File: config.mk
export PLATFORM = sky130hd
export DESIGN_NAME = alu_operand_stage
export DESIGN_NICKNAME = d
export VERILOG_FILES = /design/src/rtl/alu_operand_stage.sv
export SDC_FILE = /design/constraint.sdc
export NUM_CORES = 1
export LEC_CHECK = 0
export ABC_CLOCK_PERIOD_IN_PS = 5200
export BUFFER_PORTS_ARGS = -buffer_cell sky130_fd_sc_hd__buf_2
export CORE_AREA = 2 2 144 146
export CTS_CLUSTER_SIZE = 10
export DETAILED_ROUTE_END_ITERATION = 10
export DIE_AREA = 0 0 146 148
export MAX_ROUTING_LAYER = met4
export PLACE_DENSITY = 0.68
export SLEW_MARGIN = 0
export SYNTH_ARGS = -nofsm -noshare
export SYNTH_HDL_FRONTEND = slang
export SYNTH_SLANG_ARGS = --single-unit
File: constraint.sdc
create_clock -name clk -period 5.2 [get_ports clk]
set_input_delay 0.26 -clock clk [delete_from_list [all_inputs] [get_ports clk]]
set_output_delay 0.26 -clock clk [all_outputs]
set_load 0.02 [all_outputs]
File: src/rtl/alu_operand_stage.sv
// ALU operand stage for the pipelined RV32IM core.
// It selects Op1 and Op2 from the decoded sources and forwards EX/MEM and MEM/WB
// results into them. It holds decode back when a load-use hazard is present.
// It registers the operands, the store data and the sideband into one ID/EX slot.
// That slot uses a valid/ready handshake and can be flushed.
module alu_operand_stage #(
    parameter int unsigned WIDTH    = 32,
    parameter int unsigned PC_WIDTH = 32,
    parameter int unsigned REG_AW   = 5,
    parameter int unsigned SB_WIDTH = 16,
    parameter int unsigned CNT_W    = 16
) (
    input  logic                clk,
    input  logic                rst,

    input  logic                in_valid,
    output logic                in_ready,
    input  logic [REG_AW-1:0]   rs1_addr,
    input  logic [REG_AW-1:0]   rs2_addr,
    input  logic [WIDTH-1:0]    rs1_data,
    input  logic [WIDTH-1:0]    rs2_data,
    input  logic [PC_WIDTH-1:0] pc,
    input  logic [WIDTH-1:0]    imm,
    input  logic [1:0]          op1_sel,
    input  logic [1:0]          op2_sel,
    input  logic                rs2_needed,
    input  logic [SB_WIDTH-1:0] sb_in,

    input  logic                fwd_ex_valid,
    input  logic [REG_AW-1:0]   fwd_ex_rd,
    input  logic [WIDTH-1:0]    fwd_ex_data,
    input  logic                fwd_ex_load,
    input  logic                fwd_wb_valid,
    input  logic [REG_AW-1:0]   fwd_wb_rd,
    input  logic [WIDTH-1:0]    fwd_wb_data,

    input  logic                flush,

    output logic                out_valid,
    input  logic                out_ready,
    output logic [WIDTH-1:0]    op1,
    output logic [WIDTH-1:0]    op2,
    output logic [WIDTH-1:0]    store_data,
    output logic [SB_WIDTH-1:0] sb_out,
    output logic [CNT_W-1:0]    stall_cnt
);

    localparam logic [1:0] OP1_RS1  = 2'b00;
    localparam logic [1:0] OP1_PC   = 2'b01;
    localparam logic [1:0] OP1_ZERO = 2'b10;

    localparam logic [1:0] OP2_RS2  = 2'b00;
    localparam logic [1:0] OP2_IMM  = 2'b01;
    localparam logic [1:0] OP2_FOUR = 2'b10;

    localparam logic [WIDTH-1:0] LINK_OFFSET = WIDTH'(4);

    // Slot registers.
    logic                valid_q, valid_d;
    logic [WIDTH-1:0]    op1_q, op1_d;
    logic [WIDTH-1:0]    op2_q, op2_d;
    logic [WIDTH-1:0]    sdata_q, sdata_d;
    logic [SB_WIDTH-1:0] sb_q, sb_d;
    logic [CNT_W-1:0]    cnt_q, cnt_d;

    // Combinational datapath and handshake signals.
    logic             use1_c;
    logic             use2_c;
    logic             ex_hit1_c, ex_hit2_c;
    logic             wb_hit1_c, wb_hit2_c;
    logic             ld_hit1_c, ld_hit2_c;
    logic [WIDTH-1:0] rs1_fwd_c;
    logic [WIDTH-1:0] rs2_fwd_c;
    logic [WIDTH-1:0] op1_c;
    logic [WIDTH-1:0] op2_c;
    logic             hz_c;
    logic             xfer_c;

    // A source counts as consumed only when its value feeds the operands or the store data.
    always_comb begin
        use1_c = (op1_sel == OP1_RS1);
        use2_c = (op2_sel == OP2_RS2) | rs2_needed;
    end

    // Match each source against EX and WB. An EX load has no data yet, so it is never forwarded.
    always_comb begin
        ex_hit1_c = fwd_ex_valid & ~fwd_ex_load & (fwd_ex_rd == rs1_addr) & (rs1_addr != '0);
        ex_hit2_c = fwd_ex_valid & ~fwd_ex_load & (fwd_ex_rd == rs2_addr) & (rs2_addr != '0);
        wb_hit1_c = fwd_wb_valid & (fwd_wb_rd == rs1_addr) & (rs1_addr != '0);
        wb_hit2_c = fwd_wb_valid & (fwd_wb_rd == rs2_addr) & (rs2_addr != '0);
        ld_hit1_c = use1_c & (fwd_ex_rd == rs1_addr);
        ld_hit2_c = use2_c & (fwd_ex_rd == rs2_addr);
    end

    // Pick each source value. x0 reads zero, then EX wins over WB, then the register file.
    always_comb begin
        rs1_fwd_c = rs1_data;
        if (rs1_addr == '0) begin
            rs1_fwd_c = '0;
        end else if (ex_hit1_c) begin
            rs1_fwd_c = fwd_ex_data;
        end else if (wb_hit1_c) begin
            rs1_fwd_c = fwd_wb_data;
        end

        rs2_fwd_c = rs2_data;
        if (rs2_addr == '0) begin
            rs2_fwd_c = '0;
        end else if (ex_hit2_c) begin
            rs2_fwd_c = fwd_ex_data;
        end else if (wb_hit2_c) begin
            rs2_fwd_c = fwd_wb_data;
        end
    end

    // Operand muxes. The PC is zero-extended, and the reserved encodings give zero.
    always_comb begin
        op1_c = '0;
        unique case (op1_sel)
            OP1_RS1:  op1_c = rs1_fwd_c;
            OP1_PC:   op1_c = WIDTH'(pc);
            OP1_ZERO: op1_c = '0;
            default:  op1_c = '0;
        endcase

        op2_c = '0;
        unique case (op2_sel)
            OP2_RS2:  op2_c = rs2_fwd_c;
            OP2_IMM:  op2_c = imm;
            OP2_FOUR: op2_c = LINK_OFFSET;
            default:  op2_c = '0;
        endcase
    end

    // A load-use hazard holds decode back. The slot drains meanwhile, so no bubble is written.
    always_comb begin
        hz_c     = in_valid & fwd_ex_valid & fwd_ex_load & (fwd_ex_rd != '0)
                 & (ld_hit1_c | ld_hit2_c);
        in_ready = ~hz_c & (~valid_q | out_ready);
        xfer_c   = in_valid & in_ready;
    end

    // Slot update. Flush wins over a transfer and drops it; the data registers keep their contents.
    always_comb begin
        valid_d = valid_q;
        op1_d   = op1_q;
        op2_d   = op2_q;
        sdata_d = sdata_q;
        sb_d    = sb_q;

        if (flush) begin
            valid_d = 1'b0;
        end else if (xfer_c) begin
            valid_d = 1'b1;
            op1_d   = op1_c;
            op2_d   = op2_c;
            sdata_d = rs2_fwd_c;
            sb_d    = sb_in;
        end else if (out_ready) begin
            valid_d = 1'b0;
        end
    end

    // Load-use stall counter. It saturates at all-ones and only reset clears it.
    always_comb begin
        cnt_d = cnt_q;
        if (hz_c && (cnt_q != '1)) begin
            cnt_d = cnt_q + CNT_W'(1);
        end
    end

    // State registers with synchronous reset.
    always_ff @(posedge clk) begin
        if (rst) begin
            valid_q <= 1'b0;
            op1_q   <= '0;
            op2_q   <= '0;
            sdata_q <= '0;
            sb_q    <= '0;
            cnt_q   <= '0;
        end else begin
            valid_q <= valid_d;
            op1_q   <= op1_d;
            op2_q   <= op2_d;
            sdata_q <= sdata_d;
            sb_q    <= sb_d;
            cnt_q   <= cnt_d;
        end
    end

    // Outputs driven straight from the slot registers.
    always_comb begin
        out_valid  = valid_q;
        op1        = op1_q;
        op2        = op2_q;
        store_data = sdata_q;
        sb_out     = sb_q;
        stall_cnt  = cnt_q;
    end

endmodule
After elaboration in Yosys (flattened, before gate mapping):

Index checks and enable logic that the tools add are counted.

* add/subtract/negate cells: 1
* equality and inequality tests: 8
* multiplexer cells: 10
* bitwise logic cells: 24
* reduce and logical (&&, ||, !) cells: 11

Operators by type and width (count)
* $mux 32: 6
* $pmux 32 s3: 1
* $pmux 32 s2: 1
* $eq 5x5->1: 4
* $and 1x1->1: 17
* $add 16x1->16 const B: 1
* $ne 16x16->1 const B: 1
* $reduce_bool 5->1: 3
* $logic_not 5->1: 2
* $eq 2x1->1 const B: 2
* $logic_not 2->1: 2
* $not 1->1: 4
* $or 1x1->1: 3
* $eq 2x2->1 const B: 1
* $mux 1: 2
* $reduce_and 2->1: 1
* $reduce_bool 2->1: 1
* $reduce_or 2->1: 1
* $logic_and 1x1->1: 1

* bits in registers: 129
* logic and storage cells: 60

Longest topological paths before layout:

Gate-level depths: netlist (run 1).

* depth in word-level cells: 9
* depth in mapped cells: 9

Worst setup path before layout (run 1):

Ideal clock, no wire load.

* path type: in2reg
* start point: input rs1_addr[0]
* end point: register op1_q[13], in the netlist op1[13]
* data arrival time: 1980 ps
* required time: 5071 ps
* path slack: 3091 ps
* stages on the path: 9
* path buffers: 3
* cells stage by stage: or4_4 -> o211ai_2 -> or2_1 -> buf_4 -> buf_12 -> buf_12 -> mux2_2 -> a31oi_1 -> o32ai_1

* word-level cells in the longest chain between the ends: 8
* elaborated cells between the ends (all ways): 19

RTL lines
* start: declaration: line 18 `input logic [REG_AW-1:0] rs1_addr,`
* $eq 5x5->1: line 87, 91
* $and 1x1->1: line 91 `ld_hit1_c = use1_c & (fwd_ex_rd == rs1_addr);`
* $or 1x1->1: line 138 `& (ld_hit1_c | ld_hit2_c);`
* $and 1x1->1: line 138
* $not 1->1: line 139 `in_ready = ~hz_c & (~valid_q | out_ready);`
* $and 1x1->1: line 139
* $and 1x1->1: line 140 `xfer_c = in_valid & in_ready;`
* $reduce_and 2->1 (no source line)
* end signal: assignment: line 183 `op1_q <= op1_d;`
* end: declaration: line 60 `logic [WIDTH-1:0] op1_q, op1_d;`

Several ways; a longest one is shown, not always the timed one.
A chain may end at the register's enable or synchronous reset.

Final worst setup path (run 1):

* start point: register valid_q, in the netlist out_valid
* end point: register op1_q[5], in the netlist op1[5]

* word-level cells in the longest chain between the ends: 5

RTL lines
* start: declaration: line 59 `logic valid_q, valid_d;`
* start signal: assignment: line 182 `valid_q <= valid_d;`
* $not 1->1: line 139
* $or 1x1->1: line 139
* $and 1x1->1: line 139
* $and 1x1->1: line 140
* $reduce_and 2->1 (no source line)

Every way passes these cells.

==> impl_metrics.env, run 1 <==
export IMPL_layout_commonest_cell="buf_2"
export IMPL_fin_area_sq_um=10540
export IMPL_synth_seq_area_share=0.3231
export IMPL_cp_start_kind="register"
export IMPL_cts_resized_gates=0
export IMPL_worst_pin_slew_ns=1.073
export IMPL_outcome="complete, no violations"
export IMPL_drive_gt1_frac=0.4128
export IMPL_track_usage=0.3020
export IMPL_ant_nets=0
export IMPL_port_buffers=370
export IMPL_syn_inst=965
export IMPL_die_w_um=146
export IMPL_layout_common_cells="buf_2 (369), dfxtp_1 (129), o21ai_0 (112)"
export IMPL_grt_overflow=0
export IMPL_yosys_warnings=0
export IMPL_clock_sinks=129
export IMPL_fin_worst_skew_ns=0.01234
export IMPL_placed_cells=1517
export IMPL_drt_initial_drc_count=639
export IMPL_dpl_cell_area_sq_um=9897
export IMPL_area_growth_pct=31.81
export IMPL_insertion_delay_ns=0.43
export IMPL_drtPass1Iterations=7
export IMPL_reg2reg_from="out_valid"
export IMPL_synth_flop_cell="dfxtp_1"
export IMPL_post_cts_setup_buffers=0
export IMPL_synthesis_nets=1207
export IMPL_root_buffer="clkbuf_16"
export IMPL_reg2reg_to="op1[5]"
export IMPL_holdWs_ns=0.06741
export IMPL_drt_total_wl_mm=32.80
export IMPL_synth_cell_area_sq_um=7993
export IMPL_cts_tree="yes"
export IMPL_critPathMaxFanout=78
export IMPL_fillers=1987
export IMPL_grt_max_degree=93
export IMPL_fin_nets=1508
export IMPL_die_h_um=148
export IMPL_initial_core_util=0.3989
export IMPL_min_period_over_period=0.5760
export IMPL_crit_arrival_ns=3.23
export IMPL_ff2ff_path_depth=5
export IMPL_hold_end="out_valid"
export IMPL_cts_hold_buf=0
export IMPL_antenna_found_initial=4
export IMPL_synth_edff_count=0
export IMPL_seq_area_sq_um=2582
export IMPL_min_delay_start="flush"
export IMPL_synth_seq_cells=129
export IMPL_max_slew_margin_rel=0.2846
export IMPL_timing_fmax_mhz=333.8
export IMPL_cts_clk_slew_worst_paths_ns=0.06
export IMPL_drc=0
export IMPL_cts_max_level=4
export IMPL_grt_busiest_layer="met2"
export IMPL_rows=52
export IMPL_synth_distinct_cells=53
export IMPL_core_sq_um=20040
export IMPL_hold_path_class="primary input to register"
export IMPL_drv_slew=0
export IMPL_hold_depth=2
export IMPL_power_density_nw_per_um2=278.6
export IMPL_fin_crit_ns=2.995
export IMPL_grt_use_met2=0.4903
export IMPL_grt_pass1_wl_mm=49.75
export IMPL_clock_path_buffers=2
export IMPL_rsz0062_at_grt="false"
export IMPL_power_leakage_nw=4.466
export IMPL_async_flop_share=0
export IMPL_cts_buffers_inserted=17
export IMPL_num_io_pins=371
export IMPL_met3_usage=0.05926
export IMPL_syn_area_per_cell_sq_um=8.283
export IMPL_peakVddDrop_v=0.0002099
export IMPL_dp_slack_ns=1.884
export IMPL_cap_violations=0
export IMPL_setup_viol=0
export IMPL_vias=9162
export IMPL_multiInputGateArea_sq_um=4848
export IMPL_post_route_util=0.5257
export IMPL_reg2reg_slack_ns=2.20
export IMPL_hold_viol=0
export IMPL_required_ns=5.43
export IMPL_post_dp_hpwl_mm=22.63
export IMPL_avgViaCountPerCell=5.896
export IMPL_worstSetupEndpointType="register"
export IMPL_worstSetupPathType="register to register"
export IMPL_grt_pass1_vias=8731
export IMPL_grtUsageMet1=0.3755
export IMPL_final_cells=1554
export IMPL_power_mw=2.935
export IMPL_dieArea_sq_um=21610
export IMPL_gp_congestion=0.9128
export IMPL_wl_per_cell_um=21.10
export IMPL_worst_slack_ns=2.205
export IMPL_tns_ns=0
where the power goes:
part	internal, mW	leakage [nW]	switching, mW
clock	0.789	0.305	0.499
combinational	0.221	3.11	0.359
sequential	1.04	1.06	0.0264
cell families after synthesis:
logic type,Yosys count,synth area share
AOI/OAI and AO/OA,388,0.3575
xor gates and xnor gates,20,0.02192
adders and majority gates,1,0.001565
buffers and inverters,143,0.07827
and+or+nand+nor,252,0.1769
DFF,129,0.3231
muxes,32,0.04070
synth_stat cells, types with 22 or more instances:
| cell type | instances | area [sq um] |
|---|---|---|
| o21ai_0 | 112 | 560.5 |
| nand3_2 | 30 | 300.3 |
| a21oi_1 | 93 | 465.5 |
| nand2_1 | 66 | 247.7 |
| a311oi_1 | 22 | 192.7 |
| a311oi_2 | 37 | 555.5 |
| clkbuf_1 | 81 | 304.0 |
| mux2i_1 | 28 | 280.3 |
| a21o_1 | 28 | 210.2 |
| inv_1 | 38 | 142.6 |
| nand3_1 | 91 | 455.4 |
| o32ai_1 | 34 | 297.8 |
| dfxtp_1 | 129 | 2582 |
critical path, cell delays in order (launching register included):
cell      delay [ns]
dfxtp_1         0.30
nor2b_1         0.17
or3b_2          0.67
nor2_4          0.48
buf_4           0.88
a311oi_1        0.21
registers in the layout, indices dropped and copies added, names as in the netlist:
| register | flops |
|---|---|
| op1 | 32 |
| op2 | 32 |
| out_valid | 1 |
| sb_out | 16 |
| stall_cnt | 16 |
| store_data | 32 |
metal layers:
metal	wire [um]	share of wire
met1	13170	0.40
met2	15810	0.48
met3	2897	0.088
met4	921	0.028
met5	0	0
worst max path at each step:
| stage | startpoint | end | slack [ns] | cells after the start |
|---|---|---|---|---|
| after floorplan | rs1_addr[0] | op1[13] | 3.09 | 9 |
| after global placement | fwd_ex_rd[1] | store_data[18] | 1.96 | 8 |
| after detailed placement | fwd_ex_rd[1] | store_data[26] | 1.88 | 8 |
| after CTS | out_valid | op2[31] | 2.25 | 5 |
| after global routing | rs2_addr[4] | store_data[14] | 2.03 | 8 |
| final | out_valid | op1[5] | 2.20 | 5 |
area by class of cell:
cell class	instances	share of cell area
Timing Repair Buffer	387	0.1885
Clock inverter	13	0.01639
Sequential cell	129	0.2451
Inverter	38	0.01354
Antenna cell	5	0.001188
Clock buffer	19	0.04299
Multi-Input combinational cell	693	0.4602
Tap cell	270	0.03207
Note: power is estimated with default switching activity, not from simulation.
==> run 2: changes to the inputs <==
==> config.mk (replaced) <==
export PLATFORM = sky130hd
export DESIGN_NAME = alu_operand_stage
export DESIGN_NICKNAME = d
export VERILOG_FILES = /design/src/rtl/alu_operand_stage.sv
export SDC_FILE = /design/constraint.sdc
export NUM_CORES = 1
export LEC_CHECK = 0
export ABC_AREA = 1
export ABC_CLOCK_PERIOD_IN_PS = 2650
export BUFFER_PORTS_ARGS = -buffer_cell sky130_fd_sc_hd__buf_2
export CORE_MARGIN = 2
export CORE_UTILIZATION = 44
export CTS_CLUSTER_SIZE = 10
export DETAILED_ROUTE_END_ITERATION = 10
export MAX_ROUTING_LAYER = met4
export PLACE_DENSITY = 0.76
export SLEW_MARGIN = 0
export SYNTH_ARGS = -nofsm -noshare
export SYNTH_HDL_FRONTEND = slang
export SYNTH_SLANG_ARGS = --single-unit
==> constraint.sdc (replaced) <==
create_clock -name clk -period 2.65 [get_ports clk]
set_input_delay 0.1325 -clock clk [delete_from_list [all_inputs] [get_ports clk]]
set_output_delay 0.1325 -clock clk [all_outputs]
set_load 0.02 [all_outputs]
==> run 2 against run 1 <==
Clock-buffer cell count is 2 lower. Synthesized cell count is 51% higher. Clock skew hardly changed. Cell count is 32% higher. First-iteration DRC count is 39% higher. Fmax is 59% higher. Die area is 5.8% lower. Combinational power is 110% higher. Sequential cell count stayed put. Largest cell class unchanged.
==> impl_metrics.env, run 2 <==
export IMPL_synth_flop_cell="dfxtp_1"
export IMPL_p_int_mw=3.728
export IMPL_critPathMaxFanout=19
export IMPL_track_usage=0.3513
export IMPL_cap_violations=0
export IMPL_worstSetupPathType="register to register"
export IMPL_post_route_util=0.5924
export IMPL_reg2reg_from="stall_cnt[5]"
export IMPL_rsz0062_at_grt="false"
export IMPL_synth_common_cells="nand2_1 (564), nand3_1 (198), inv_1 (144)"
export IMPL_fin_nets=2047
export IMPL_yosysTopAreaCell="dfxtp_1"
export IMPL_fillers=1906
export IMPL_vias=10870
export IMPL_grt_pass1_wl_mm=53.23
export IMPL_fin_worst_skew_ns=0.01272
export IMPL_timing_fmax_mhz=531.4
export IMPL_avgViaCountPerCell=5.283
export IMPL_synth_top_area_frac=0.3051
export IMPL_num_io_pins=371
export IMPL_min_period_over_period=0.7101
export IMPL_layout_commonest_cell="nand2_1"
export IMPL_max_slew_margin_rel=0.4713
export IMPL_setup_viol=0
export IMPL_core_sq_um=18770
export IMPL_cts_tree="yes"
export IMPL_post_dp_hpwl_mm=26.88
export IMPL_clkPwrFrac=0.411
export IMPL_crit_arrival_ns=2.16
export IMPL_drv_slew=0
export IMPL_drt_initial_drc_count=887
export IMPL_p_comb_frac=0.216
export IMPL_insertion_delay_ns=0.43
export IMPL_area_growth_pct=31.37
export IMPL_grt_pass1_vias=9656
export IMPL_port_buffers=370
export IMPL_rows=50
export IMPL_peakVddDrop_v=0.0004243
export IMPL_cts_clk_slew_worst_paths_ns=0.07
export IMPL_worst_pin_slew_ns=0.7931
export IMPL_gp_congestion=1.029
export IMPL_clock_sinks=129
export IMPL_async_flop_share=0
export IMPL_synth_cell_area_sq_um=8463
export IMPL_synthTopCellsByArea="dfxtp_1 (31%), nand2_1 (25%), nand3_1 (12%)"
export IMPL_hold_path_class="primary input to register"
export IMPL_outcome="complete, no violations"
export IMPL_die_h_um=142.7
export IMPL_grt_max_degree=69
export IMPL_synthesis_nets=1701
export IMPL_drtPass1Iterations=6
export IMPL_yosys_warnings=0
export IMPL_fin_crit_ns=1.882
export IMPL_wl_per_cell_um=17.36
export IMPL_cts_buffers_inserted=17
export IMPL_ant_nets=0
export IMPL_die_w_um=142.7
export IMPL_layout_common_cells="nand2_1 (564), buf_2 (370), nand3_1 (198)"
export IMPL_syn_inst=1459
export IMPL_dieArea_sq_um=20360
export IMPL_synth_distinct_cells=34
export IMPL_cts_max_level=4
export IMPL_switchingPower_mw=1.882
export IMPL_crit_path_start="stall_cnt[5]"
export IMPL_sw_frac_of_total=0.3355
export IMPL_synth_most_common_cell="nand2_1"
export IMPL_tns_ns=0
export IMPL_drt_total_wl_mm=35.71
export IMPL_worst_slack_ns=0.7682
export IMPL_clock_path_buffers=2
export IMPL_synth_seq_area_share=0.3051
export IMPL_initial_core_util=0.4509
export IMPL_required_ns=2.93
export IMPL_power_density_nw_per_um2=504.6
export IMPL_grt_overflow=0
export IMPL_synth_seq_cells=129
export IMPL_cp_start_kind="register"
export IMPL_dp_slack_ns=0.6129
export IMPL_min_delay_start="pc[3]"
export IMPL_antenna_found_initial=5
export IMPL_drive_gt1_frac=0.2525
export IMPL_cts_resized_gates=0
export IMPL_drc=0
export IMPL_power_mw=5.610
export IMPL_power_leakage_nw=6.168
export IMPL_seq_power_share=0.373
export IMPL_holdWs_ns=0.007211
export IMPL_worstSetupEndpointType="register"
export IMPL_root_buffer="clkbuf_16"
export IMPL_syn_area_per_cell_sq_um=5.801
export IMPL_hold_viol=0
export IMPL_synth_edff_count=0
[run 2: cell count changes in the layout (fill, tap and decap cells not counted), sizes merged, moves of 32 or more]
cell    previous run  this run
nor2              14       141
nand2             66       568
nand4              5        39
o211ai            33         1
a311oi            59         0
o32ai             34         0
o21ai            113         8
nand3            121       199
inv               42       165
[run 2: kinds of logic (layout without fill, tap and decap cells)]
kind of cell / count (synthesis) / in the layout / synth area share
and+or+nand+nor: 989 / 989 / 0.5001
adders and majority gates: 1 / 1 / 0.001478
buffers and inverters: 247 / 606 / 0.1329
xor gates and xnor gates: 10 / 10 / 0.01035
other: 0 / 5 / 0
AOI/OAI and AO/OA: 83 / 83 / 0.04997
DFF: 129 / 129 / 0.3051
[run 2: worst max-delay path: stages, from the launching register on]
cell and delay (ns):
dfxtp_1 0.42, inv_1 0.11, nor3_2 0.19, nand2_1 0.13, nor4_2 0.21, nand2_1 0.14
nand2_4 0.20, inv_2 0.14, o21ai_0 0.10, a21oi_1 0.08
[run 2: metal layers]
metal / GRT usage / routed length [um] / up-vias
li1: - / - / 5277
met1: 0.4352 / 14540 / 4913
met2: 0.5769 / 16750 / 619
met3: 0.07478 / 3502 / 58
met4: 0.1053 / 911 / 0
met5: - / 0 / -
[run 2: per-stage QoR]
stage,instance area [sq um],std cells
after floorplan,8463,1459
after global placement,10330,1999
after detailed placement,10330,1999
after CTS,11110,2052
after global routing,11120,2057
final,11120,2057
[run 2: worst paths after layout]
path / endpoint / slack (ns) / cells after the start
hold reg to reg: sb_out[6] / 0.46 / 2
hold / removal: op1[3] / 0.007 / 5
setup / recovery: stall_cnt[7] / 0.77 / 9
setup reg to reg: stall_cnt[7] / 0.77 / 9
[run 2: area by class of cell]
type                       count  area, sq um  area share
antenna                        5        12.51    0.001125
clock buffer                  17        425.4     0.03826
clock inverter                15        143.9     0.01294
inverter                     156        585.6     0.05267
multi-input combinational   1083         4773      0.4293
sequential                   129         2582      0.2323
tap                          234        292.8     0.02633
timing repair buffer         418         2302      0.2071
[run 2: timing repair]
action                    4_1_cts  5_1_grt
buffers inserted                0        0
hold buffers                   21        0
hold endpoints to repair       21        0
[run 2: power by group through the flow]
| stage | registers (mW) | clock network [mW] | logic, mW |
|---|---|---|---|
| after floorplan | 2.25 | 0 | 0.566 |
| after global placement | 2.13 | 0 | 1.17 |
| after detailed placement | 2.13 | 0 | 1.17 |
| after CTS | 2.09 | 2.33 | 1.20 |
| after global routing | 2.10 | 2.44 | 1.32 |
| final | 2.09 | 2.30 | 1.21 |
==> run 3: changes to the inputs <==
==> config.mk (replaced) <==
export PLATFORM = sky130hd
export DESIGN_NAME = alu_operand_stage
export DESIGN_NICKNAME = d
export VERILOG_FILES = /design/src/rtl/alu_operand_stage.sv
export SDC_FILE = /design/constraint.sdc
export NUM_CORES = 1
export LEC_CHECK = 0
export ABC_AREA = 0
export ABC_CLOCK_PERIOD_IN_PS = 2000
export BUFFER_PORTS_ARGS = -buffer_cell sky130_fd_sc_hd__buf_2
export CORE_AREA = 2 2 145 147
export CTS_CLUSTER_SIZE = 10
export DETAILED_ROUTE_END_ITERATION = 10
export DIE_AREA = 0 0 147 149
export MAX_ROUTING_LAYER = met4
export PLACE_DENSITY = 0.67
export SLEW_MARGIN = 0
export SYNTH_ARGS = -nofsm -noshare
export SYNTH_HDL_FRONTEND = slang
export SYNTH_SLANG_ARGS = --single-unit
==> constraint.sdc (replaced) <==
create_clock -name clk -period 2 [get_ports clk]
set_input_delay 0.1 -clock clk [delete_from_list [all_inputs] [get_ports clk]]
set_output_delay 0.1 -clock clk [all_outputs]
set_load 0.02 [all_outputs]
==> run 3 against run 2 <==
Sequential share of layout area decreased by 1.8 points. Worst setup slack lost 0.64 ns. Register-to-register slack lost 0.63 ns. Largest cell class unchanged. Critical path depth fell by 1. Utilization down 0.52 points. Cell count fell by 17%. Sequential cell count stayed put. Clock-buffer cell count grew 3. Sequential power is 33% higher. Clock power rose by 37%. Power is 37% higher. Critical path type is now primary input to register. Cell area increased by 8.6%.
==> impl_metrics.env, run 3 (synthesis gave the netlist of run 1 again) <==
export IMPL_outcome="complete, no violations"
export IMPL_crit_path_start="rs2_addr[1]"
export IMPL_power_leakage_nw=5.219
export IMPL_timing_fmax_mhz=535.1
export IMPL_reg2reg_slack_ns=0.14
export IMPL_worstSetupPathType="primary input to register"
export IMPL_hold_path_class="primary input to register"
export IMPL_die_w_um=147
export IMPL_root_buffer="clkbuf_16"
export IMPL_post_dp_hpwl_mm=24.80
export IMPL_critPathMaxFanout=13
export IMPL_drt_total_wl_mm=34.93
export IMPL_layout_commonest_cell="buf_2"
export IMPL_peakVddDrop_v=0.0005271
export IMPL_worstSetupEndpointType="register"
export IMPL_cp_slowest_cell="nor3_2"
export IMPL_drv_slew=0
export IMPL_post_cts_setup_buffers=0
export IMPL_cp_start_kind="primary input"
export IMPL_drtPass1Iterations=5
export IMPL_power_mw=7.670
export IMPL_gp_congestion=0.9279
export IMPL_max_slew_margin_rel=0.1485
export IMPL_wl_per_cell_um=20.43
export IMPL_max_stage_delay_ns=0.95
export IMPL_vias=9937
export IMPL_grt_pass1_vias=9605
export IMPL_crit_arrival_ns=2.21
export IMPL_path_cells="buf_2, or4_1, nor2_1, buf_4, nor3_2, buf_4, o211ai_2, a311oi_2"
export IMPL_initial_core_util=0.3888
export IMPL_cts_buffers_inserted=17
export IMPL_power_density_nw_per_um2=635.4
export IMPL_die_h_um=149
export IMPL_crit_family="simple AND/OR/NAND/NOR gates"
export IMPL_hold_viol=0
export IMPL_clock_path_buffers=2
export IMPL_crit_buf_inv=3
export IMPL_cts_tree="yes"
export IMPL_drc=0
export IMPL_cts_max_level=4
export IMPL_fin_nets=1661
export IMPL_clock_sinks=129
export IMPL_reg2reg_from="stall_cnt[9]"
export IMPL_avgViaCountPerCell=5.811
export IMPL_grt_pass1_wl_mm=53.28
export IMPL_drt_initial_drc_count=544
export IMPL_fin_crit_ns=1.869
export IMPL_crit_top_cell="buf_4"
export IMPL_num_io_pins=371
export IMPL_layout_common_cells="buf_2 (369), dfxtp_1 (129), o21ai_0 (112)"
export IMPL_required_ns=2.34
export IMPL_rows=53
export IMPL_placed_cells=1593
export IMPL_grt_overflow=0
export IMPL_port_buffers=370
export IMPL_fillers=1910
export IMPL_grt_max_degree=90
export IMPL_min_delay_start="fwd_ex_data[7]"
export IMPL_fin_worst_skew_ns=0.009110
export IMPL_insertion_delay_ns=0.44
export IMPL_min_period_over_period=0.9345
export IMPL_track_usage=0.3193
export IMPL_drive_gt1_frac=0.4183
export IMPL_cap_violations=0
export IMPL_area_growth_pct=51.03
export IMPL_ant_nets=0
export IMPL_rsz0062_at_grt="false"
export IMPL_cts_clk_slew_worst_paths_ns=0.06
export IMPL_final_cells=1710
export IMPL_worst_pin_slew_ns=1.270
export IMPL_setup_viol=0
export IMPL_antenna_found_initial=3
export IMPL_core_sq_um=20560
export IMPL_dieArea_sq_um=21900
-- run 3: changes by cell type in the layout (fill, tap and decap cells not counted), moves of 34 or more --
cell,previous run,this run
o21ai_0,8,112
inv_1,144,38
a311oi_2,0,37
o32ai_1,0,34
dlygate4sd3_1,21,82
buf_4,24,70
nor2_1,132,11
nand2_1,564,66
nand3_1,198,91
-- run 3: metrics by stage --
stage	hold slack (ns)	instance area [sq um]	worst slack, ns	utilization	setup TNS, ns
final	0.01248	12070	0.1311	0.5872	0
after global routing	0.009793	12070	0.02129	0.5872	0
after CTS	0.001411	12050	0.001093	0.5864	0
after detailed placement	0.3406	10650	-0.2772	0.5181	-13.46
after floorplan	0.1793	8006	0.01258	-	0
after global placement	0.3414	10650	-0.2006	0.5181	-8.942
-- run 3: area by class of cell --
cell class / count / area [sq um] / area share
repair buffers: 540 / 3556 / 0.2946
clock buffers: 20 / 446.7 / 0.03700
well taps: 275 / 344.1 / 0.02850
flip-flops and latches: 129 / 2582 / 0.2139
multi-input cells: 693 / 4857 / 0.4024
inverters: 38 / 142.6 / 0.01182
clock inverters: 12 / 135.1 / 0.01119
diodes: 3 / 7.507 / 0.0006219
-- run 3: timing repair --
| action | 4_1_cts | 5_1_grt |
|---|---|---|
| hold buffers | 82 | 0 |
| endpoints found under the hold margin | 82 | 0 |
| resized for setup | 0 | 3 |
| endpoints found under the setup margin | 0 | 4 |
-- run 3: where the power goes --
group          internal (mW)  switching, mW
registers               2.71         0.0748
clock network           1.87           1.27
logic                  0.765          0.988
total                   5.34           2.33
-- run 3: path summary, 6_finish.rpt --
check                                      to  depth (start not counted)
worst max-delay path                  op2[20]                          8
worst min-delay path            store_data[7]                          3
worst max register to register   stall_cnt[4]                          7
worst min register to register         op2[2]                          2
-- run 3: worst reg2reg max path: stages, from the launching register on --
cell and delay [ns]:
dfxtp_1 0.33, and4_1 0.22, and3_1 0.21, nand4_1 0.16
nor2_4 0.08, buf_4 0.17, or4_1 0.47, a21oi_1 0.15
-- run 3: metal layers --
layer  share of wire  GRT usage  wire length [um]  vias up
met5               0          -                 0        -
met4           0.036     0.1279              1260        0
met3           0.083    0.05994              2910       96
met2            0.47     0.5150             16470      569
met1            0.41     0.3970             14290     4682
li1                -          -                 -     4590
